`src/rtl/controlador_acesso_senha_pkg.sv`:
```
// Shared types and constants for the password access controller.
// The entry word holds 20 BCD-style nibbles; nibble 0 is the most recent key.
package controlador_acesso_senha_pkg;

  localparam int N_DIGITOS = 20;

  typedef logic [4*N_DIGITOS-1:0] senhaPac_t;

  localparam senhaPac_t SENHA_VAZIA   = {N_DIGITOS{4'hF}};
  localparam senhaPac_t SENHA_CANCELA = {N_DIGITOS{4'hB}};
  localparam senhaPac_t SENHA_TIMEOUT = {N_DIGITOS{4'hE}};

  typedef enum logic [2:0] {
    OCIOSO,
    VERIFICA,
    ABERTO,
    FALHA,
    BLOQUEIO
  } estado_acesso_t;

endpackage

```
`src/rtl/controlador_acesso_senha_comparador.sv`:
```
// Combinational comparison of one submitted entry against one stored slot.
// match: identical words and the slot is not empty; len_ok: digit run is well formed and of legal length.
module comparador_senha
  import controlador_acesso_senha_pkg::*;
#(
  parameter int MIN_DIG = 4,
  parameter int MAX_DIG = 12
) (
  input  senhaPac_t entrada,
  input  senhaPac_t senha,
  output logic      match,
  output logic      len_ok
);

  localparam logic [4:0] MIN_LEN = 5'(MIN_DIG);
  localparam logic [4:0] MAX_LEN = 5'(MAX_DIG);

  logic [4:0] len;
  logic       em_sequencia;
  logic       invalido;
  logic [3:0] nib;

  always_comb begin
    // NOTE: combinational blocks use blocking '=' and give every variable a default first, so no latch is inferred.
    len          = '0;
    em_sequencia = 1'b1;
    invalido     = 1'b0;
    nib          = 4'hF;
    // Length is the run of non-F nibbles starting at the newest key.
    for (int i = 0; i < N_DIGITOS; i++) begin
      nib = entrada[4*i +: 4];
      if (em_sequencia) begin
        if (nib == 4'hF) begin
          em_sequencia = 1'b0;
        end else begin
          len = len + 5'd1;
          if (nib > 4'h9) invalido = 1'b1;
        end
      end
    end
    len_ok = !invalido && (len >= MIN_LEN) && (len <= MAX_LEN);
    match  = (entrada == senha) && (senha != SENHA_VAZIA);
  end

endmodule

```
`src/rtl/controlador_acesso_senha.sv`:
```
// Access controller: scans stored passwords one slot per cycle, then sequences
// the unlock hold, failed-attempt counting and keypad lockout.
module controlador_acesso_senha
  import controlador_acesso_senha_pkg::*;
#(
  parameter int N_SENHAS   = 4,
  parameter int MAX_TENT   = 3,
  parameter int T_ABERTO   = 5000,
  parameter int T_BLOQUEIO = 30000,
  parameter int MIN_DIG    = 4,
  parameter int MAX_DIG    = 12
) (
  input  logic                          clk,
  input  logic                          rst,
  input  senhaPac_t                     digitos_value,
  input  logic                          digitos_valid,
  input  logic                          cfg_we,
  input  logic [$clog2(N_SENHAS)-1:0]   cfg_idx,
  input  senhaPac_t                     cfg_senha,
  output logic                          teclado_en,
  output logic                          tranca_abrir,
  output logic                          erro,
  output logic                          bloqueado,
  output logic [$clog2(MAX_TENT+1)-1:0] tentativas
);

  localparam int T_MAX  = (T_ABERTO > T_BLOQUEIO) ? T_ABERTO : T_BLOQUEIO;
  localparam int TMR_W  = $clog2(T_MAX + 1);
  localparam int IDX_W  = $clog2(N_SENHAS);
  localparam int TENT_W = $clog2(MAX_TENT + 1);

  localparam logic [IDX_W-1:0]  ULTIMO_SLOT   = IDX_W'(N_SENHAS - 1);
  localparam logic [TENT_W-1:0] TENT_MAX      = TENT_W'(MAX_TENT);
  localparam logic [TMR_W-1:0]  CARGA_ABERTO  = TMR_W'(T_ABERTO - 1);
  localparam logic [TMR_W-1:0]  CARGA_BLOQUEI = TMR_W'(T_BLOQUEIO - 1);

  estado_acesso_t      estado_q, estado_d;
  logic [TMR_W-1:0]    timer_q, timer_d;
  logic [IDX_W-1:0]    idx_q, idx_d;
  logic [TENT_W-1:0]   tent_q, tent_d;
  logic [TENT_W-1:0]   tent_inc;
  senhaPac_t           entrada_q, entrada_d;
  senhaPac_t           slots_q [N_SENHAS];
  senhaPac_t           slots_d [N_SENHAS];

  logic slot_match;
  logic slot_len_ok;
  logic entrada_aceita;

  comparador_senha #(
    .MIN_DIG (MIN_DIG),
    .MAX_DIG (MAX_DIG)
  ) u_comparador (
    .entrada (entrada_q),
    .senha   (slots_q[idx_q]),
    .match   (slot_match),
    .len_ok  (slot_len_ok)
  );

  // Cancel and timeout words from the decoder are not attempts.
  assign entrada_aceita = digitos_valid
                       && (digitos_value != SENHA_CANCELA)
                       && (digitos_value != SENHA_TIMEOUT);

  assign tent_inc = (tent_q == TENT_MAX) ? tent_q : tent_q + 1'b1;

  // Slot writes land at the clock edge, so a slot compared this cycle still shows its old value.
  always_comb begin
    slots_d = slots_q;
    if (cfg_we) slots_d[cfg_idx] = cfg_senha;
  end

  always_ff @(posedge clk) begin
    // NOTE: sequential state is updated with non-blocking '<=' so every flop samples pre-edge values.
    if (rst) estado_q <= OCIOSO;
    else     estado_q <= estado_d;
  end

  always_ff @(posedge clk) begin
    if (rst) begin
      timer_q   <= '0;
      idx_q     <= '0;
      tent_q    <= '0;
      entrada_q <= SENHA_VAZIA;
      // NOTE: the slot array is deliberately reset: an empty slot must never match after reset.
      for (int i = 0; i < N_SENHAS; i++) slots_q[i] <= SENHA_VAZIA;
    end else begin
      timer_q   <= timer_d;
      idx_q     <= idx_d;
      tent_q    <= tent_d;
      entrada_q <= entrada_d;
      slots_q   <= slots_d;
    end
  end

  always_comb begin
    estado_d  = estado_q;
    timer_d   = timer_q;
    idx_d     = idx_q;
    tent_d    = tent_q;
    entrada_d = entrada_q;
    unique case (estado_q)
      OCIOSO: begin
        if (entrada_aceita) begin
          entrada_d = digitos_value;
          idx_d     = '0;
          timer_d   = '0;
          estado_d  = VERIFICA;
        end
      end
      VERIFICA: begin
        if (slot_match && slot_len_ok) begin
          timer_d  = CARGA_ABERTO;
          tent_d   = '0;
          estado_d = ABERTO;
        end else if (idx_q == ULTIMO_SLOT) begin
          timer_d  = '0;
          estado_d = FALHA;
        end else begin
          idx_d = idx_q + 1'b1;
        end
      end
      ABERTO: begin
        if (timer_q == '0) begin
          estado_d = OCIOSO;
        end else begin
          timer_d = timer_q - 1'b1;
        end
      end
      FALHA: begin
        tent_d = tent_inc;
        if (tent_inc == TENT_MAX) begin
          timer_d  = CARGA_BLOQUEI;
          estado_d = BLOQUEIO;
        end else begin
          timer_d  = '0;
          estado_d = OCIOSO;
        end
      end
      BLOQUEIO: begin
        if (timer_q == '0) begin
          tent_d   = '0;
          estado_d = OCIOSO;
        end else begin
          timer_d = timer_q - 1'b1;
        end
      end
      default: begin
        timer_d  = '0;
        estado_d = OCIOSO;
      end
    endcase
  end

  always_comb begin
    teclado_en   = 1'b0;
    tranca_abrir = 1'b0;
    erro         = 1'b0;
    bloqueado    = 1'b0;
    unique case (estado_q)
      OCIOSO:   teclado_en   = 1'b1;
      VERIFICA: ;
      ABERTO:   tranca_abrir = 1'b1;
      FALHA:    erro         = 1'b1;
      BLOQUEIO: bloqueado    = 1'b1;
      default:  teclado_en   = 1'b0;
    endcase
  end

  assign tentativas = tent_q;

endmodule

```
`config.mk`:
```
export PLATFORM = sky130hd
export DESIGN_NAME = controlador_acesso_senha
export DESIGN_NICKNAME = d
export VERILOG_FILES = /design/src/rtl/controlador_acesso_senha_pkg.sv /design/src/rtl/controlador_acesso_senha_comparador.sv /design/src/rtl/controlador_acesso_senha.sv
export SDC_FILE = /design/constraint.sdc
export NUM_CORES = 1
export LEC_CHECK = 0
export CAP_MARGIN = 20
export CORE_UTILIZATION = 54
export CTS_CLUSTER_DIAMETER = 120
export DETAILED_ROUTE_END_ITERATION = 8
export PLACE_DENSITY = 0.78
export SLEW_MARGIN = 20
export SYNTH_ARGS = -nofsm -noshare
export SYNTH_HDL_FRONTEND = slang
export SYNTH_SLANG_ARGS = --single-unit
```
`constraint.sdc`:
```
create_clock -name clk -period 14.79 [get_ports clk]
set_input_delay 2.958 -clock clk [delete_from_list [all_inputs] [get_ports clk]]
set_output_delay 2.958 -clock clk [all_outputs]
set_load 0.03 [all_outputs]
```
==> flow_metrics.env <==
export IMPL_status="finished clean"
export IMPL_cp_max_fo=16
export IMPL_p_per_area_nw_per_um2=128.1
export IMPL_vdd_drop_max_uv=102.7
export IMPL_cts_sinks=422
export IMPL_syn2layout_area_growth_pct=16.41
export IMPL_die_h_microns=199.3
export IMPL_antenna_found_initial=3
export IMPL_synth_seq_area_share_pct=40.19
export IMPL_worstHoldEndpoint="slots_q[79]"
export IMPL_drt_pass1_iter_count=6
export IMPL_skew_ns=0.03228
export IMPL_cts_repair_resized=0
export IMPL_min_period_over_period_pct=91.53
export IMPL_worstSetupPathType="flop to flop"
export IMPL_via_per_inst=6.288
export IMPL_syn_inst=2529
export IMPL_design_area_sq_um=24470
export IMPL_yosys_register_bits=422
export IMPL_maxSlewHeadroom_pct=24.93
export IMPL_worstPathArrival_ns=14.05
export IMPL_wl_mm=71.34
export IMPL_cts_buffers=45
export IMPL_path_clk_slew_ns=0.06
export IMPL_drc_errors=0
export IMPL_holdPathStages=2
export IMPL_grt_pass1_vias=18620
export IMPL_hp_start="slots_q[79]"
export IMPL_ctsHoldBuffers=0
export IMPL_avgSynthCellArea_sq_um=8.312
export IMPL_reg2reg_to="timer_q[2]"
export IMPL_required_ns=15.30
export IMPL_num_io_pins=172
export IMPL_ant_nets=0
export IMPL_final_cell_count_no_fill=3144
export IMPL_whs_ns=0.4658
export IMPL_reg2reg_slack_ns=1.25
export IMPL_tns_ns=0
export IMPL_startpoint_type="flop"
export IMPL_die_area_sq_um=39720
export IMPL_dpl_cell_count=3063
export IMPL_slowest_delay_ns=0.68
export IMPL_crit_path_end_kind="flop"
export IMPL_timing_hold_violations_final=0
export IMPL_nets=2785
export IMPL_crit_top_cell="ha_1"
export IMPL_max_freq_mhz=73.87
export IMPL_p_leak_nw=9.923
export IMPL_cts_buffer_depth=3
export IMPL_synthArstFlopShare_pct=0
export IMPL_vias=19770
export IMPL_finalMaxSlewViolations=0
export IMPL_grt_first_pass_wirelength_mm=108.9
export IMPL_cts_root_buf="clkbuf_16"
export IMPL_core_area_sq_um=38020
export IMPL_setup_viol_count_final=0
export IMPL_synth_nets=2714
export IMPL_ys_flop_type="dfxtp_1"
export IMPL_grt_max_degree=123
export IMPL_yosysWarnings=0
export IMPL_clock_latency_ns=0.60
export IMPL_worst_slew_pin_slew_ns=1.126
export IMPL_numPortBuffers=171
export IMPL_dp_hpwl_mm=49.51
export IMPL_worst_path_max_delay_cell="or4_1"
export IMPL_grt_usage_pct=36.00
export IMPL_synth_edf_count=0
export IMPL_grt_setup_unrepaired="false"
export IMPL_cts_setup_buffers=0
export IMPL_dieWidth_microns=199.3
export IMPL_syn_cell_area_sq_um=21020
export IMPL_hp_class="flop to flop"
export IMPL_cts_tree="done"
export IMPL_finalCriticalPeriod_ns=13.54
export IMPL_overflow=0
export IMPL_cts_max_level=2
export IMPL_drt_iter0_markers=2197
export IMPL_drv_cap=0
export IMPL_num_rows=71
export IMPL_drive_above_1_share_pct=8.207
export IMPL_synth_distinct_cells=88
export IMPL_reg2reg_from="entrada_q[10]"
export IMPL_gp_congestion=1.003
export IMPL_detail_route_wl_per_cell_microns=22.69
export IMPL_initial_utilization_pct=55.28
export IMPL_reg2reg_depth=60
export IMPL_dpl_cell_area_sq_um=22890
-- sequential cells by signal (all words and copies together), names as in the netlist --
register and count:
slots_q 320, estado_q 3, entrada_q 80, timer_q 15
idx_q 2, tentativas 2
-- layer usage --
metal  vias to the layer above  GRT usage, %  share of wire (%)
met2                       992         56.70                 46
met4                         2         15.30                4.4
met3                       180         7.055                9.9
met1                      9581         48.10                 40
met5                         -             0              0.015
li1                       9014             -                  -
-- critical path, delay by kind of cell, from the launching register on --
kind,cells,cell delay (ns)
adders and majority gates,16,4.75
and+or+nand+nor,20,3.06
xor gates and xnor gates,2,0.44
AOI/OAI and AO/OA,13,3.15
muxes,9,1.67
DFF,1,0.35
-- Yosys cell counts, drive strengths merged (6+ instances only) --
cell type / n / area (sq um)
buf: 27 / 130.1
mux4: 80 / 1802
and3: 12 / 75.07
or2: 6 / 37.54
mux2i: 91 / 910.9
nor3: 16 / 90.09
clkbuf: 138 / 518.0
ha: 19 / 237.7
o22ai: 6 / 37.54
nor4bb: 18 / 180.2
dfxtp: 422 / 8448
mux2: 7 / 78.83
and4: 14 / 125.1
o21a: 8 / 60.06
nand3: 342 / 1712
o211ai: 16 / 125.1
and2: 9 / 56.30
nor2: 64 / 247.7
o21ai: 48 / 244.0
nor4: 29 / 217.7
inv: 28 / 105.1
nand4: 74 / 469.2
a31oi: 13 / 96.34
a21oi: 41 / 209.0
xor2: 39 / 341.6
o311ai: 6 / 52.56
a21o: 7 / 52.55
nand2: 800 / 3005
a211oi: 11 / 82.58
xnor2: 52 / 463.0
-- through the flow --
| stage | power, mW | utilization, % | worst slack [ns] |
|---|---|---|---|
| after floorplan | 1.723 | - | 3.098 |
| after global placement | 1.943 | 60.21 | 1.743 |
| after detailed placement | 1.957 | 60.21 | 1.455 |
| after CTS | 3.128 | 64.28 | 1.381 |
| after global routing | 3.252 | 64.35 | 0.4206 |
| final | 3.136 | 64.36 | 1.253 |
-- area by class of cell --
type                    instances  area, sq um
repair buffers                189         1867
fillers                      3212        13550
multi-input cells            1914        11850
diodes                          1        2.502
clock inverters                13        240.2
flip-flops and latches        422         8456
clock buffers                  66         1305
well taps                     511        639.4
inverters                      28        112.6
-- power by group --
part	internal (mW)	switching [mW]	total, mW
Clock	0.689	0.491	1.18
Sequential	1.21	0.0729	1.28
Combinational	0.264	0.411	0.675
-- cell usage in the layout (no fill, tap or decap), types with 4 or more instances in the layout --
cell type,netlist,final
dfxtp_1,422,420
mux4_2,80,80
or3_1,5,5
and4_1,13,13
nor2b_1,4,4
o32ai_1,5,5
xor2_1,39,39
a21o_1,7,7
and2_1,9,8
mux2_2,7,7
nor4_1,26,26
inv_1,27,27
nand3_1,342,341
or2_2,6,6
a211oi_1,11,11
nor3_1,14,14
o211ai_1,15,15
clkbuf_16,0,45
ha_1,19,19
clkdlybuf4s50_1,0,171
a21oi_1,40,40
o21a_1,8,8
and3_1,12,11
bufinv_16,0,4
o21ai_0,36,36
xnor2_1,51,51
a31oi_1,12,12
nor2_1,61,60
mux2i_1,91,91
nand4_1,73,73
o21ai_1,11,11
clkbuf_8,0,10
o22ai_1,6,6
buf_4,4,17
nor4bb_1,18,18
nand2b_1,5,5
nand2_1,799,798
clkbuf_1,138,11
-- cells by family (layout without fill, tap and decap cells) --
group | Yosys count | in the layout | share of synthesized area (%)
flops | 422 | 422 | 40.19
buf+inv | 193 | 296 | 3.583
xor+xnor | 93 | 93 | 4.042
compound gates | 206 | 206 | 6.947
mux | 178 | 178 | 13.28
simple gates | 1416 | 1416 | 30.73
other cells | 0 | 1 | 0
fa+ha+maj | 21 | 21 | 1.226
-- how the worst max path moves through the flow --
stage,startpoint,to,cells past startpoint
after global placement,entrada_q[7],timer_q[2],60
after detailed placement,entrada_q[7],timer_q[8],60
after global routing,entrada_q[10],timer_q[2],60
after floorplan,entrada_q[7],timer_q[2],61
after CTS,entrada_q[7],timer_q[2],60
final,entrada_q[10],timer_q[2],60
No activity file was read; power rests on OpenSTA's default activity.
